===== config.mk =====
export PLATFORM = sky130hd
export DESIGN_NAME = if_id_stage_reg
export DESIGN_NICKNAME = d
export VERILOG_FILES = /design/src/rtl/if_id_stage_reg.sv
export SDC_FILE = /design/constraint.sdc
export NUM_CORES = 1
export LEC_CHECK = 0
export CAP_MARGIN = 15
export CORE_MARGIN = 1.5
export CORE_UTILIZATION = 44
export CTS_CLUSTER_DIAMETER = 200
export DETAILED_ROUTE_END_ITERATION = 12
export PLACE_DENSITY = 0.72
export RECOVER_POWER = 50
export SYNTH_ARGS = -nofsm -noshare
export SYNTH_HDL_FRONTEND = slang
export SYNTH_SLANG_ARGS = --single-unit

===== constraint.sdc =====
create_clock -name clk -period 2.74 [get_ports clk]
set_input_delay 0.685 -clock clk [delete_from_list [all_inputs] [get_ports clk]]
set_output_delay 0.685 -clock clk [all_outputs]
set_load 0.01 [all_outputs]

===== src/rtl/if_id_stage_reg.sv =====
// IF->ID pipeline register with valid/ready on both sides, optional 2-entry skid buffer,
// flush with NOP injection, fetch-fault tag and saturating stall/bubble counters.
module if_id_stage_reg #(
  parameter int unsigned           DATA_WIDTH = 32,
  parameter logic [DATA_WIDTH-1:0] NOP_INSTR  = 32'h0000_0013,
  parameter bit                    SKID_EN    = 1'b1,
  parameter int unsigned           CNT_WIDTH  = 16
) (
  input  logic                  clk,
  input  logic                  rst_n,
  input  logic                  flush_i,
  input  logic                  in_valid_i,
  output logic                  in_ready_o,
  input  logic [DATA_WIDTH-1:0] in_instr_i,
  input  logic [DATA_WIDTH-1:0] in_pc_i,
  input  logic [DATA_WIDTH-1:0] in_pc_plus4_i,
  input  logic                  in_fault_i,
  output logic                  out_valid_o,
  input  logic                  out_ready_i,
  output logic [DATA_WIDTH-1:0] out_instr_o,
  output logic [DATA_WIDTH-1:0] out_pc_o,
  output logic [DATA_WIDTH-1:0] out_pc_plus4_o,
  output logic                  out_fault_o,
  output logic [CNT_WIDTH-1:0]  stall_cnt_o,
  output logic [CNT_WIDTH-1:0]  bubble_cnt_o
);

  typedef struct packed {
    logic [DATA_WIDTH-1:0] instr;
    logic [DATA_WIDTH-1:0] pc;
    logic [DATA_WIDTH-1:0] pc_plus4;
    logic                  fault;
  } entry_t;

  localparam logic [CNT_WIDTH-1:0] CntMax = '1;
  localparam logic [CNT_WIDTH-1:0] CntOne = CNT_WIDTH'(1);

  entry_t main_q, main_d;
  entry_t skid_q, skid_d;
  logic   main_valid_q, main_valid_d;
  logic   skid_valid_q, skid_valid_d;

  logic [CNT_WIDTH-1:0] stall_cnt_q, stall_cnt_d;
  logic [CNT_WIDTH-1:0] bubble_cnt_q, bubble_cnt_d;

  entry_t in_entry;
  logic   in_xfer;
  logic   main_free;

  assign in_entry.instr    = in_instr_i;
  assign in_entry.pc       = in_pc_i;
  assign in_entry.pc_plus4 = in_pc_plus4_i;
  assign in_entry.fault    = in_fault_i;

  // Main can take a new entry when it is empty or its current entry leaves this cycle.
  assign main_free = ~main_valid_q | out_ready_i;

  generate
    if (SKID_EN) begin : g_ready_skid
      assign in_ready_o = ~skid_valid_q;
    end else begin : g_ready_flow
      assign in_ready_o = main_free;
    end
  endgenerate

  assign in_xfer = in_valid_i & in_ready_o;

  always_comb begin
    main_d       = main_q;
    main_valid_d = main_valid_q;
    skid_d       = skid_q;
    skid_valid_d = skid_valid_q;
    if (flush_i) begin
      // Payload is kept so pc/pc_plus4 hold; only the valid bits are killed.
      main_valid_d = 1'b0;
      skid_valid_d = 1'b0;
    end else if (main_free) begin
      if (skid_valid_q) begin
        main_d       = skid_q;
        main_valid_d = 1'b1;
        skid_valid_d = 1'b0;
      end else if (in_xfer) begin
        main_d       = in_entry;
        main_valid_d = 1'b1;
      end else begin
        main_valid_d = 1'b0;
      end
    end else if (SKID_EN && in_xfer) begin
      skid_d       = in_entry;
      skid_valid_d = 1'b1;
    end
  end

  always_comb begin
    stall_cnt_d  = stall_cnt_q;
    bubble_cnt_d = bubble_cnt_q;
    if (main_valid_q && !out_ready_i && (stall_cnt_q != CntMax)) begin
      stall_cnt_d = stall_cnt_q + CntOne;
    end
    if (!main_valid_q && (bubble_cnt_q != CntMax)) begin
      bubble_cnt_d = bubble_cnt_q + CntOne;
    end
  end

  always_ff @(posedge clk) begin
    if (!rst_n) begin
      main_q       <= '0;
      main_valid_q <= 1'b0;
      skid_q       <= '0;
      skid_valid_q <= 1'b0;
      stall_cnt_q  <= '0;
      bubble_cnt_q <= '0;
    end else begin
      main_q       <= main_d;
      main_valid_q <= main_valid_d;
      skid_q       <= skid_d;
      skid_valid_q <= skid_valid_d;
      stall_cnt_q  <= stall_cnt_d;
      bubble_cnt_q <= bubble_cnt_d;
    end
  end

  assign out_valid_o    = main_valid_q;
  assign out_instr_o    = main_valid_q ? main_q.instr : NOP_INSTR;
  assign out_fault_o    = main_valid_q & main_q.fault;
  assign out_pc_o       = main_q.pc;
  assign out_pc_plus4_o = main_q.pc_plus4;
  assign stall_cnt_o    = stall_cnt_q;
  assign bubble_cnt_o   = bubble_cnt_q;

endmodule


==> results of run 1 <==
[synth_stat cells (2+ instances only)]
cell type	instances	area share, %
nand2b_1	17	1.1
o21a_1	2	0.15
nand3_1	7	0.35
buf_4	65	4.9
nor3_1	5	0.25
and2_1	30	1.9
a211oi_1	98	7.4
and4_1	4	0.35
nor4_1	6	0.38
nand4_1	9	0.56
buf_2	35	1.8
clkbuf_1	47	1.8
or4_1	4	0.30
a21oi_1	112	5.6
o2111ai_1	2	0.18
o31ai_1	4	0.30
inv_1	7	0.26
dfxtp_1	228	46
nor2_1	103	3.9
nand2_1	220	8.3
buf_1	2	0.075
ha_1	2	0.25
o21ai_0	7	0.35
or3_1	7	0.44
mux2i_1	111	11
nor3_2	3	0.30
[tightest hold or removal path, stage by stage, from the launching register on]
cell,delay (ns)
dfxtp_1,0.30
nand2_1,0.05
a21oi_1,0.05
[kinds of logic (layout without fill, tap and decap cells)]
kind of cell               count (synthesis)  after routing  share of synthesized area, %
and+or+nand+nor                          425            425                          19.3
adders and majority gates                  2              2                         0.251
buffers and inverters                    158            301                          8.90
DFF                                      228            228                          45.7
other                                      0              2                             0
muxes                                    111            111                          11.1
xor gates and xnor gates                   2              2                         0.175
AOI/OAI and AO/OA                        231            231                          14.5
[layout by cell type, fill, tap and decap left out, types with 2 or more instances in the layout]
master	synthesis	final
a21oi_1	112	112
nor4_1	6	6
and4_1	4	4
clkbuf_1	47	11
nand3_1	7	6
nor3_1	5	6
nand4_1	9	9
o31ai_1	4	4
clkinv_2	0	3
diode_2	0	2
and2_1	30	30
nor2_1	103	103
nand2_1	220	220
dfxtp_1	228	227
o21ai_0	7	7
mux2i_1	111	111
dlygate4sd3_1	0	2
clkdlybuf4s50_1	0	230
or3_1	7	7
nand2b_1	17	17
ha_1	2	2
o21a_1	2	2
o2111ai_1	2	2
clkbuf_16	0	25
a211oi_1	98	98
inv_1	7	7
buf_4	65	4
clkbuf_4	0	3
or4_1	4	4
buf_12	0	6
clkbuf_8	0	4
[routing by layer]
metal  GRT usage (%)  vias up  part of all wire, %
met4            6.20        0                  2.4
met1            25.1     3859                   44
met2            34.5      175                   50
li1                -     4174                    -
met3            3.21       33                  4.3
met5               0        -                    0
[through the flow]
step / cell area [sq um] / setup slack [ns] / total power, mW
floorplan: 9990 / 0.951 / 3.98
global placement: 12100 / 0.256 / 4.30
detailed placement: 12100 / 0.197 / 4.32
CTS: 12900 / 0.216 / 7.53
global route: 12800 / 0.140 / 7.72
finish: 12800 / 0.251 / 7.42
[report_power, final]
group | internal [mW] | leakage [nW] | switching (mW)
clock | 1.89 | 0.382 | 1.30
sequential | 3.43 | 1.86 | 0.0642
combinational | 0.394 | 1.93 | 0.339
[worst max-delay path by stage]
stage / from / slack [ns] / to
floorplan: out_valid_o / 0.95 / out_fault_o
global placement: out_ready_i / 0.26 / out_pc_o[26]
detailed placement: out_ready_i / 0.20 / out_pc_plus4_o[7]
CTS: out_valid_o / 0.22 / out_instr_o[30]
global route: flush_i / 0.14 / skid_q[95]
finish: out_valid_o / 0.25 / out_instr_o[30]
[registers in the layout, summed over array words and instances, names as in the netlist]
| register | flops |
|---|---|
| bubble_cnt_o | 16 |
| main_q | 33 |
| out_pc_o | 32 |
| out_pc_plus4_o | 32 |
| out_valid_o | 1 |
| skid_q | 97 |
| skid_valid_q | 1 |
| stall_cnt_o | 16 |
[final cells by class]
cell class | instances | area, sq um
Fill cell | 1950 | 9250
Inverter | 8 | 30.0
Tap cell | 280 | 350
Clock inverter | 6 | 62.6
Multi-Input combinational cell | 771 | 4530
Antenna cell | 2 | 5.00
Sequential cell | 228 | 4570
Clock buffer | 38 | 714
Timing Repair Buffer | 249 | 2510
==> run metrics, run 1 <==
final core occ=58.0%; Startpoint Class=flip-flop; reg-to-reg slack, setup=0.45 ns; # Post-CTS Setup Buffers=0; worst path arrival time=1.80 ns; critical path class=reg2out; CP max stage delay=0.54 ns; yosys warns=0; Post-layout nets=1,387; largest net degree at the start of global routing=90; Slowest cell on crit path=clkdlybuf4s50_1; worst hold start=skid_q[55]; Cell Count, Final, Fillers Out=1,582; row cnt=54; number of vias in the routed layout=8,241; Static Leak=4.17 nW; drt initial violations=385; initial core utilization=45.3%; drt wl/cell=15.3 um; FF-to-FF path depth=6; Max Slew Vio Count=0; Synth Net Count=1,261; CP Depth=3; worst hold stages=2; critical path's top delay family=buffers and inverters; die height=154 um; clock sink count=228; Slew @ Worst Pin=1.24 ns; peak fanout along the critical path=44; Max VDD drop=0.487 mV; max_cap viols=0; CP Capture Type=output pin; CTS buffer count=25; sequential share of the synthesized area=45.7%; total track usage=19.8%; final hold vios=0; Antenna Nets Post-Route=0; Final GP Congestion=0.783; die area=23,600 sq um; worst skew pair latency=0.51 ns; cells after synthesis=1,157; Final Setup Violations=0; Post-synth EDFFs=0; CTS tree=built; DRT Wirelength=24,200 um; sum of negative setup slack=0 ns; share of layout cells above drive strength 1=4.54%; CTS root buf=clkbuf_16; Worst Skew=0.0103 ns; HP Class=reg2reg; crit path cell chain=buf_12 > and2_1 > clkdlybuf4s50_1; RSZ-0062 raised after global routing=false; Yosys reg bits=228; max frequency=402 MHz; routed vias/inst=5.21; status=finished, final reports clean; count of cell types in the netlist=46; antenna violations before repair=3; Slew Limit Headroom=16.6%; dpl hpwl=15,400 um; DRC=0; post-CTS sizing=0; critical path data required time=2.06 ns; Core ar.=22,000 sq um; Syn Std Cell Area=9990 sq um; htree depth=1; Post-synth top flop=dfxtp_1; vias in the first global route=7,663; CTS Hold Bufs=0; clock slew at reported path FFs=0.06 ns; Avg Inst Size Synth=8.63 sq um; Reg2Reg Capture Point=skid_q[72]; Worst R2R Start=out_valid_o; Port Buffer Count=232; Worst Hold End=skid_q[55]; 1st-pass router iterations=5; post-layout minimum cycle time=2.49 ns; Placed Cells=1,536; first-pass GRT wire length=39,100 um; Async SR Flop Fraction=0%; Worst Path Buf+Inv=2; boundary pin count=233; Layout Area Growth over Synthesis=27.9%; remaining global-route overflow=0; clock buffer depth=3; Die Width=154 um; final hold slack=0.452 ns; PwrDens=581 nW/um^2; Tcrit/Tclk final=90.8%
(Power assumes the default switching activity.)
==> run 2, diff against run 1 <==
--- a/config.mk
+++ b/config.mk
@@ -8,6 +8,7 @@
 export CAP_MARGIN = 15
 export CORE_MARGIN = 1.5
 export CORE_UTILIZATION = 44
+export CTS_BUF_LIST = sky130_fd_sc_hd__clkbuf_16
 export CTS_CLUSTER_DIAMETER = 200
 export DETAILED_ROUTE_END_ITERATION = 12
 export PLACE_DENSITY = 0.72
==> run 2 against run 1 <==
  * Register-to-register slack barely moved
  * Combinational power barely moved
  * First-iteration DRC count fell by 5.2%
  * Total power fell by 1.9%
  * Routed wire length rose by 0.29%
  * Global-route usage barely moved
  * Cell count did not move
  * Clock skew rose by 0.0034 ns
  * Sequential share of layout area rose by 0.11 points
  * Sequential power barely moved
  * Largest cell class unchanged
  * Largest power group unchanged
  * Highest routed layer unchanged
==> run metrics, run 2 (synthesized netlist as in run 1, its figures left out) <==
DRC=0 (unchanged); peak fanout along the critical path=44 (unchanged); design area=12,700 sq um (-0.31%); post-CTS sizing=0 (unchanged); Comb pwr share=10.1% (+0.2 points); Sw Ratio=23.5% (+0.52 points); Clk pwr share=41.9% (-1.1 points); post-layout minimum cycle time=2.48 ns (-0.00406 ns); Static Leak=4.19 nW (+0.36%); first-pass GRT wire length=39,100 um (+0.13%); antenna violations before repair=3 (unchanged); boundary pin count=233 (unchanged); Worst Skew=0.0137 ns (+0.00340 ns); row cnt=54 (unchanged); worst skew pair latency=0.52 ns (about the same); Post-layout nets=1,387 (unchanged); final hold vios=0 (unchanged); Max Slew Vio Count=0 (unchanged); HP Class=reg2reg; most common cell after layout, fill and taps aside=clkdlybuf4s50_1; clock sink count=228 (unchanged); reg-to-reg slack, setup=0.45 ns (about the same); Pint=5.57 mW (-2.6%); CP Capture Type=output pin; clock buffer depth=3 (unchanged); Layout Area Growth over Synthesis=27.5%; max_cap viols=0 (unchanged); # Post-CTS Setup Buffers=0 (unchanged); drt initial violations=365 (-5.2%); CTS buffer count=25 (unchanged); worst path arrival time=1.80 ns (about the same); Die Width=154 um (unchanged); total track usage=19.8% (+0.025 points); sum of negative setup slack=0 ns (unchanged); initial core utilization=45.3% (unchanged); CTS tree=built; Slew @ Worst Pin=1.24 ns (-0.00598 ns); FF-to-FF path depth=6 (unchanged); CTS Hold Bufs=0 (unchanged); die height=154 um (unchanged); Worst R2R Start=out_valid_o; routed vias/inst=5.20 (-0.27%); Port Buffer Count=232 (unchanged); Tcrit/Tclk final=90.7% (-0.15 points); remaining global-route overflow=0 (unchanged); CTS root buf=clkbuf_16; P_sw=1.71 mW (+0.33%); Final GP Congestion=0.783 (unchanged); Antenna Nets Post-Route=0 (unchanged); max FFs per register=97 (unchanged); critical path data required time=2.06 ns (about the same); crit path to=out_instr_o[30]; Max VDD drop=0.380 mV (-22%); vias in the first global route=7,697 (+0.44%); Reg power frac=48.0% (+0.9 points); die area=23,600 sq um (unchanged); Core ar.=22,000 sq um (unchanged); Startpoint Class=flip-flop; RSZ-0062 raised after global routing=false; Slowest cell on crit path=clkdlybuf4s50_1; crit path from=out_valid_o; placed cell area=12,100 sq um (unchanged); Most flops, register=skid_q; Fillers=1,960 (+0.51%); PwrDens=572 nW/um^2 (-1.6%); Reg2Reg Capture Point=skid_q[72]; biggest regs=skid_q: 97 flops, main_q: 33 flops; crit path cell chain=buf_12 > and2_1 > clkdlybuf4s50_1; CP max stage delay=0.54 ns (about the same); Final Setup Violations=0 (unchanged); largest net degree at the start of global routing=90 (unchanged); drt wl/cell=15.3 um (+0.29%); dpl hpwl=15,400 um (unchanged); max frequency=402 MHz (+0.16%); number of vias in the routed layout=8,219 (-0.27%); status=finished, final reports clean; Slew Limit Headroom=17.0% (+0.40 points); clock slew at reported path FFs=0.06 ns (about the same); htree depth=1 (unchanged); critical path class=reg2out; DRT Wirelength=24,200 um (+0.29%); 1st-pass router iterations=5 (unchanged); most frequent cells in the layout=clkdlybuf4s50_1 (230), dfxtp_1 (227), nand2_1 (220); share of layout cells above drive strength 1=4.23% (-0.31 points)
[run 2: power groups by stage]
stage	registers (mW)	clock network, mW	logic, mW
5_1_grt	3.51	3.27	0.800
3_5_place_dp	3.57	0	0.749
4_1_cts	3.50	3.14	0.752
2_1_floorplan	3.55	0	0.430
3_3_place_gp	3.56	0	0.738
6_report	3.50	3.05	0.734
[run 2: worst min-delay path by stage]
stage                 end       start  slack [ns]  cells past startpoint
3_3_place_gp   skid_q[49]  skid_q[49]        0.44                      2
4_1_cts        skid_q[39]  skid_q[39]        0.45                      2
5_1_grt         skid_q[9]   skid_q[9]        0.47                      2
6_report       skid_q[55]  skid_q[55]        0.45                      2
2_1_floorplan   skid_q[0]   skid_q[0]        0.44                      2
3_5_place_dp   skid_q[39]  skid_q[39]        0.45                      2
[run 2: routing by layer]
| layer | vias to the layer above | routed length (um) | track usage (%) |
|---|---|---|---|
| met2 | 170 | 12000 | 34.7 |
| met3 | 31 | 954 | 3.27 |
| met1 | 3845 | 10800 | 25.0 |
| li1 | 4173 | - | - |
| met5 | - | 0 | 0 |
| met4 | 0 | 525 | 6.15 |
[run 2: area by class of cell]
type                            instances  area (sq um)  share of cell area [%]
Sequential cell                       228          4570                    35.9
Multi-Input combinational cell        771          4530                    35.6
Timing Repair Buffer                  249          2510                    19.7
Clock buffer                           25           626                    4.91
Tap cell                              280           350                    2.75
Clock inverter                         19           111                   0.875
Inverter                                8          30.0                   0.236
Antenna cell                            2          5.00                  0.0393
[run 2: worst max-delay path: cells and delay by family (launching register included)]
family	cells	cell delay, ns
DFF	1	0.35
and+or+nand+nor	1	0.19
buffers and inverters	2	0.75
[run 2: stage by stage]
step	hold slack, ns	instances	utilization (%)	worst slack, ns	total power, mW
global placement	0.441	1536	54.9	0.256	4.30
floorplan	0.436	1157	-	0.951	3.98
finish	0.452	1582	57.8	0.255	7.28
global route	0.466	1582	57.8	0.143	7.58
detailed placement	0.446	1536	54.9	0.197	4.32
CTS	0.454	1580	58.3	0.217	7.39
